--- src/rtl/pe0_twiddle_mul_pkg.sv ---
// Shared constants and types for the PE0 twiddle-multiply stage.
package pe0_twiddle_mul_pkg;

  localparam int DATA_WIDTH = 12;
  localparam int Q          = 3329;
  localparam int BARRETT_K  = 24;
  localparam int BARRETT_M  = 5039;
  localparam int M_WIDTH    = 13;
  localparam int LATENCY    = 4;

  // Product width and reduced-remainder width (r lies in [0, 2Q)).
  localparam int P_WIDTH = 2 * DATA_WIDTH;
  localparam int R_WIDTH = DATA_WIDTH + 1;

  // Width of the p*BARRETT_M register.
  function automatic int pm_width(input int dw);
    return 2 * dw + M_WIDTH;
  endfunction

  localparam int PM_WIDTH = pm_width(DATA_WIDTH);

  // Side-band fields that travel alongside the multiplier.
  typedef struct packed {
    logic                  valid;
    logic                  sel;
    logic [DATA_WIDTH-1:0] u;
    logic [DATA_WIDTH-1:0] v;
  } lane_t;

endpackage

--- src/rtl/pe0_twiddle_mul_barrett_reduce.sv ---
// Three-stage Barrett reduction of a 24-bit product modulo Q, with a
// bypass value muxed into the final register for inverse mode.
module barrett_reduce
  import pe0_twiddle_mul_pkg::*;
(
  input  logic                  clk,
  input  logic                  rst,
  input  logic                  en,
  input  logic [P_WIDTH-1:0]    p,
  input  logic                  bypass,
  input  logic [DATA_WIDTH-1:0] bypass_val,
  output logic [DATA_WIDTH-1:0] res
);

  localparam logic [PM_WIDTH-1:0] M_PM = PM_WIDTH'(BARRETT_M);
  localparam logic [P_WIDTH-1:0]  Q_P  = P_WIDTH'(Q);
  localparam logic [R_WIDTH-1:0]  Q_R  = R_WIDTH'(Q);

  logic [PM_WIDTH-1:0]   pm_next, pm_reg;
  logic [P_WIDTH-1:0]    p2_reg;
  logic [R_WIDTH-1:0]    t;
  logic [P_WIDTH-1:0]    tq;
  logic [R_WIDTH-1:0]    r_next, r_reg;
  logic [DATA_WIDTH-1:0] res_next, res_reg;

  // Quotient estimate numerator p*M.
  always_comb begin
    pm_next = PM_WIDTH'(p) * M_PM;
  end

  // Stage 2: hold pm together with the original product.
  always_ff @(posedge clk or negedge rst) begin
    if (!rst) begin
      pm_reg <= '0;
      p2_reg <= '0;
    end else if (en) begin
      pm_reg <= pm_next;
      p2_reg <= p;
    end
  end

  // Remainder r = p - floor(pm / 2^K) * Q; the estimate is at most one
  // short, so r fits in R_WIDTH bits and the low bits are exact.
  always_comb begin
    t      = R_WIDTH'(pm_reg >> BARRETT_K);
    tq     = P_WIDTH'(t) * Q_P;
    r_next = R_WIDTH'(p2_reg - tq);
  end

  // Stage 3: register the partially reduced remainder.
  always_ff @(posedge clk or negedge rst) begin
    if (!rst) r_reg <= '0;
    else if (en) r_reg <= r_next;
  end

  // Final correction into [0, Q), or pass the bypass value through.
  always_comb begin
    if (bypass)          res_next = bypass_val;
    else if (r_reg >= Q_R) res_next = DATA_WIDTH'(r_reg - Q_R);
    else                 res_next = DATA_WIDTH'(r_reg);
  end

  // Stage 4: output register.
  always_ff @(posedge clk or negedge rst) begin
    if (!rst) res_reg <= '0;
    else if (en) res_reg <= res_next;
  end

  assign res = res_reg;

endmodule

--- src/rtl/pe0_twiddle_mul_delay.sv ---
// Enabled shift register of configurable depth, one register per stage.
module pe0_twiddle_mul_delay #(
  parameter int WIDTH = 1,
  parameter int DEPTH = 1
) (
  input  logic             clk,
  input  logic             rst,
  input  logic             en,
  input  logic [WIDTH-1:0] din,
  output logic [WIDTH-1:0] dout
);

  genvar gi;
  generate
    for (gi = 0; gi < DEPTH; gi++) begin : g_stage
      logic [WIDTH-1:0] q_reg;
      logic [WIDTH-1:0] d;

      if (gi == 0) begin : g_first
        assign d = din;
      end else begin : g_next
        assign d = g_stage[gi-1].q_reg;
      end

      // Stage register: clears on reset, shifts only when enabled.
      always_ff @(posedge clk or negedge rst) begin
        if (!rst) q_reg <= '0;
        else if (en) q_reg <= d;
      end
    end
  endgenerate

  assign dout = g_stage[DEPTH-1].q_reg;

endmodule

--- src/rtl/pe0_twiddle_mul.sv ---
// Twiddle multiply ahead of the PE1 butterfly: v_out = v*w mod Q (sel=0)
// or v delayed (sel=1), with u/sel/valid aligned at a fixed latency of 4.
module pe0_twiddle_mul
  import pe0_twiddle_mul_pkg::*;
(
  input  logic                  clk,
  input  logic                  rst,
  input  logic                  en,
  input  logic                  sel,
  input  logic                  valid_in,
  input  logic [DATA_WIDTH-1:0] u,
  input  logic [DATA_WIDTH-1:0] v,
  input  logic [DATA_WIDTH-1:0] w,
  output logic                  valid_out,
  output logic                  sel_out,
  output logic [DATA_WIDTH-1:0] u_out,
  output logic [DATA_WIDTH-1:0] v_out
);

  localparam int LANE_W = $bits(lane_t);
  localparam int OUT_W  = DATA_WIDTH + 2;

  lane_t                 lane_in, lane_s3;
  logic [P_WIDTH-1:0]    p_next, p_reg;
  logic [OUT_W-1:0]      out_lane;

  // Stage 1 product.
  always_comb begin
    p_next = P_WIDTH'(v) * P_WIDTH'(w);
  end

  // Stage 1: register the full-width product.
  always_ff @(posedge clk or negedge rst) begin
    if (!rst) p_reg <= '0;
    else if (en) p_reg <= p_next;
  end

  assign lane_in = '{valid: valid_in, sel: sel, u: u, v: v};

  // Side-band stages 1..3, aligned with the remainder register.
  pe0_twiddle_mul_delay #(.WIDTH(LANE_W), .DEPTH(3)) u_lane_delay (
    .clk  (clk),
    .rst  (rst),
    .en   (en),
    .din  (lane_in),
    .dout (lane_s3)
  );

  barrett_reduce u_barrett (
    .clk        (clk),
    .rst        (rst),
    .en         (en),
    .p          (p_reg),
    .bypass     (lane_s3.sel),
    .bypass_val (lane_s3.v),
    .res        (v_out)
  );

  // Stage 4 for valid/sel/u, alongside the reduction output register.
  pe0_twiddle_mul_delay #(.WIDTH(OUT_W), .DEPTH(1)) u_out_delay (
    .clk  (clk),
    .rst  (rst),
    .en   (en),
    .din  ({lane_s3.valid, lane_s3.sel, lane_s3.u}),
    .dout (out_lane)
  );

  assign valid_out = out_lane[OUT_W-1];
  assign sel_out   = out_lane[OUT_W-2];
  assign u_out     = out_lane[DATA_WIDTH-1:0];

endmodule

--- config.mk ---
export PLATFORM = sky130hd
export DESIGN_NAME = pe0_twiddle_mul
export DESIGN_NICKNAME = d
export VERILOG_FILES = /design/src/rtl/pe0_twiddle_mul_pkg.sv /design/src/rtl/pe0_twiddle_mul_barrett_reduce.sv /design/src/rtl/pe0_twiddle_mul_delay.sv /design/src/rtl/pe0_twiddle_mul.sv
export SDC_FILE = /design/constraint.sdc
export NUM_CORES = 1
export LEC_CHECK = 0
export BUFFER_PORTS_ARGS = -buffer_cell sky130_fd_sc_hd__buf_2
export CAP_MARGIN = 15
export CORE_MARGIN = 4
export CORE_UTILIZATION = 45
export DETAILED_ROUTE_END_ITERATION = 10
export SLEW_MARGIN = 20
export SYNTH_ARGS = -nofsm -noshare
export SYNTH_HDL_FRONTEND = slang
export SYNTH_SLANG_ARGS = --single-unit
--- constraint.sdc ---
create_clock -name clk -period 9.4 [get_ports clk]
set_input_delay 2.82 -clock clk [delete_from_list [all_inputs] [get_ports clk]]
set_output_delay 2.82 -clock clk [all_outputs]
set_load 0.02 [all_outputs]
* Word-level counts from Yosys, hierarchy flattened
Cells that the tools add are included.
Storage, ports and cells: register bits after elaboration 191, input port bits 41
Operators by class: add/subtract/negate cells 2, multipliers 3, magnitude comparators 1, multiplexer cells 2
Operator list (count):
- $mul A24 B13 Y37 const B | 1
- $mul A12 B12 Y24 | 1
- $mux W12 | 2
- $ge A13 B12 Y1 const B | 1
- $mul A13 B12 Y13 const B | 1
- $sub A13 B13 Y13 | 1
- $sub A12 B12 Y12 const B | 1

* Longest topological paths before layout
word-level depth 3, gate-level depth with buffers 22

* Modules after synthesis
Synthesis repeated with hierarchy kept, for this count alone.
Second synthesis, totals: cell total of the unflattened synthesis 1661, area, all modules 17682.0 µm²
By module, submodules not included:
- barrett_reduce | instances 1, cells an instance 832, area each 8520.7 µm², seq. area each 1276.2 µm²
- pe0_twiddle_mul | instances 1, cells an instance 635, area each 5666.7 µm², seq. area each 600.6 µm²
- pe0_twiddle_mul_delay (u_lane_delay) | instances 1, cells an instance 165, area each 2975.4 µm², seq. area each 1951.9 µm²
- pe0_twiddle_mul_delay (u_out_delay) | instances 1, cells an instance 29, area each 519.2 µm², seq. area each 350.3 µm²

* Least setup slack after synthesis
No wires, ideal clock.
path kind input to register, start input w[3], end register p_reg[21], arrival 7.526 ns, required time 9.263 ns, setup slack 1.737 ns, stages 19, path buffers 1, cells stage by stage clkbuf_1 > nand2_1 > fa_1 > inv_1 > fa_1 > fa_1 > fa_1 > inv_1 > fa_1 > inv_1 > ha_1 > or3_1 > or3_1 > o21ai_0 > nor3_1 > or3_1 > a21oi_1 > xor2_1 > mux2i_1
On the way: longest elaborated chain between the ends 1
RTL lines:
- start: declaration | RTL line pe0_twiddle_mul.sv:13 | input logic [DATA_WIDTH-1:0] w,
- $mul A12 B12 Y24 | RTL line pe0_twiddle_mul.sv:29 | p_next = P_WIDTH'(v) * P_WIDTH'(w);
- end signal: assignment | RTL line pe0_twiddle_mul.sv:35 | else if (en) p_reg <= p_next;
- end: declaration | RTL line pe0_twiddle_mul.sv:24 | logic [P_WIDTH-1:0] p_next, p_reg;
No other way between the ends. A chain may end at the register's enable or synchronous reset.

* Final worst setup path
start input v[10], end register p_reg[21]
On the way: longest elaborated chain between the ends 1
RTL lines:
- start: declaration | RTL line pe0_twiddle_mul.sv:12 | input logic [DATA_WIDTH-1:0] v,
- $mul A12 B12 Y24 | RTL line pe0_twiddle_mul.sv:29
No other way between the ends.

==> results.py <==
metrics = {
    "outcome": {
        "outcome": "finished clean",
    },
    "final_layout": {
        "drive_above_1_share_pct": 14.1,
        "largest_register_ff_count": 52,
        "syn2layout_area_growth_pct": 8.02,
        "mostFrequentLayoutCell": "inv_1",
        "final_cell_mix": "330 x inv_1, 233 x fa_1, 218 x ha_1, 167 x dfrtp_1, 140 x nand2_1",
        "seq_area_um2": 4180,
        "nFillCells": 3503,
        "antennaDiodeCount": 0,
        "nets": 2164,
        "multi_input_area_um2": 11800,
    },
    "routing": {
        "totalWireLength_um": 35300,
        "first_iter_violations": 467,
        "avgViaCountPerCell": 5.03,
        "dr.pass1.iters": 6,
        "drc": 0,
        "route.vias.total": 11000,
        "ant_nets": 0,
        "wl_per_cell_um": 16.1,
    },
    "setup_path": {
        "path_cells": "buf_2 -> nand2_1 -> fa_1 -> inv_1 -> fa_1 -> fa_1 -> fa_1 -> inv_1 -> fa_1 -> inv_1 -> ha_1 -> or3_1 -> or3_1 -> o21ai_0 -> nor3_1 -> or3_1 -> a21oi_1 -> xor2_1 -> mux2i_1",
        "critPathKind": "in -> reg",
        "worst-path-buf-inv": 4,
        "endpoint_kind": "register",
        "critical-path-top-delay-family": "adder cells",
        "start_kind": "input pin",
        "critPathMaxFanout": 13,
        "path_common_cell": "fa_1",
        "cp_slowest_cell": "fa_1",
        "crit_arrival_ps": 7800,
        "cp.required_ps": 9660,
        "max_stage_delay_ps": 560,
    },
    "synth": {
        "synthCells": 1633,
        "syn-cell-area_um2": 17400,
        "synth_edf_count": 0,
        "synth-seq-cells": 167,
        "ys_seq_area_share_pct": 24.0,
        "synth_flop_cell": "dfrtp_1",
        "synth_cell_types": 60,
        "synth_warnings": 0,
        "async_flop_share_pct": 100,
        "syn_area_per_cell_um2": 10.7,
        "synth_nets": 2125,
    },
    "sta": {
        "fmax_mhz": 133,
        "hold_viol_final": 0,
        "final_max_slew_viol_count": 0,
        "tns_ps": 0,
        "timing.final.crit_share_pct": 80.2,
        "finalCriticalPeriod_ps": 7530,
        "setup_viol_count_final": 0,
        "worstMarginPinSlew_ps": 980,
        "relSlewSlack_pct": 34.7,
        "skew_ps": 13.4,
        "rsz0062_at_grt": "no",
    },
    "clock_tree": {
        "clkTransAtPathRegs_ps": 70,
        "root_buffer": "clkbuf_16",
        "cts_buffer_depth": 2,
        "numCtsBuffers": 17,
        "cts_setup_buffers": 0,
        "tritoncts": "yes",
        "cts_sinks": 167,
        "clock_latency_ps": 430,
        "cts_hold_buf": 0,
        "ctsResizeCount": 0,
        "ctsHtreeMaxLevel": 4,
    },
    "grt": {
        "grt_max_degree": 109,
        "grt_overflow": 0,
        "grt_use_total_pct": 18.0,
        "grt_pass1_wl_um": 61300,
        "grt_pass1_vias": 12100,
        "antenna_found_initial": 1,
    },
    "min_path": {
        "hp-class": "reg -> reg",
    },
    "place": {
        "gp_congestion": 0.864,
        "port_buffers": 66,
        "dp_hpwl_um": 28400,
    },
    "floorplanning": {
        "die_h_um": 205,
        "start_util_pct": 45.9,
        "die_w_um": 205,
        "row_count": 71,
        "coreArea_um2": 37900,
        "ioPinCount": 67,
        "dieArea_um2": 41900,
    },
    "job": {
        "cap_viol_max_count": 0,
    },
}
-- path summary, 6_finish.rpt --
check,to,start,cells past startpoint,slack [ps]
worst max-delay path,p_reg[21]$_DFFE_PN0P_,v[10],19,1870
min in group asynchronous,u_lane_delay.g_stage[0].q_reg[19]$_DFFE_PN0P_,rst,1,2520
worst max register to register,u_barrett.pm_reg[33]$_DFFE_PN0P_,p_reg[10]$_DFFE_PN0P_,17,2980
worst min register to register,u_lane_delay.dout[9]$_DFFE_PN0P_,u_lane_delay.g_stage[1].q_reg[9]$_DFFE_PN0P_,1,500
max in group asynchronous,u_barrett.res[10]$_DFFE_PN0P_,rst,2,5540
worst min-delay path,u_lane_delay.dout[9]$_DFFE_PN0P_,u_lane_delay.g_stage[1].q_reg[9]$_DFFE_PN0P_,1,500
-- cell usage after synthesis (4+ instances only) --
| cell type | n | area [µm²] |
|---|---|---|
| mux2_2 | 128 | 1440 |
| nand4_1 | 8 | 50.1 |
| a31oi_1 | 7 | 43.8 |
| clkbuf_1 | 43 | 161 |
| a21o_1 | 21 | 158 |
| inv_1 | 330 | 1240 |
| or3_1 | 7 | 43.8 |
| nand2b_1 | 4 | 25.0 |
| o21a_1 | 7 | 52.6 |
| xnor2_1 | 38 | 333 |
| xor2_1 | 16 | 140 |
| fa_1 | 233 | 4660 |
| mux2i_1 | 4 | 40.0 |
| a21oi_1 | 37 | 185 |
| o21ai_0 | 40 | 200 |
| and2_1 | 60 | 375 |
| a21boi_0 | 5 | 37.5 |
| nor3_1 | 11 | 55.1 |
| dfrtp_1 | 167 | 4180 |
| o21ai_1 | 6 | 30.0 |
| nor2_1 | 34 | 128 |
| ha_1 | 218 | 2730 |
| nand2_1 | 140 | 526 |
| o31ai_1 | 8 | 60.1 |
| a211oi_1 | 5 | 37.5 |
| nand3_1 | 8 | 40.0 |
| nor2b_1 | 5 | 31.3 |
-- per-stage QoR --
stage                     cells  area [µm²]  hold slack [ps]  util, %  setup WS, ps
after floorplan            1633       17400              456        -          1740
after global placement     2164       18200              483     47.9          1540
after detailed placement   2164       18200              486     47.9          1420
after CTS                  2196       18800              500     49.6          1880
after global routing       2196       18800              519     49.6          1620
final                      2196       18800              497     49.6          1870
-- cell type report --
cell class	instances	area share [%]
clock buffers	18	2.34
clock inverters	14	0.932
inverters	331	6.61
multi-input cells	1087	62.6
flip-flops and latches	167	22.2
well taps	511	3.40
repair buffers	68	1.90
-- metal layers --
layer | up-vias | share of wire [%] | GRT usage [%]
li1 | 5279 | - | -
met1 | 5597 | 49 | 26.5
met2 | 138 | 47 | 29.2
met3 | 25 | 2.8 | 2.36
met4 | 2 | 1.2 | 3.13
met5 | - | 0.037 | 0
-- kinds of logic after synthesis --
| family | after synthesis | synth area share (%) |
|---|---|---|
| AOI/OAI and AO/OA | 160 | 6.00 |
| muxes | 132 | 8.51 |
| xor gates and xnor gates | 54 | 2.72 |
| DFF | 167 | 24.0 |
| buffers and inverters | 379 | 8.38 |
| adders and majority gates | 451 | 42.5 |
| and+or+nand+nor | 290 | 7.90 |
Power is not shown: default switching activity piles up to over one toggle a cycle in this logic, so the estimate is an artifact.
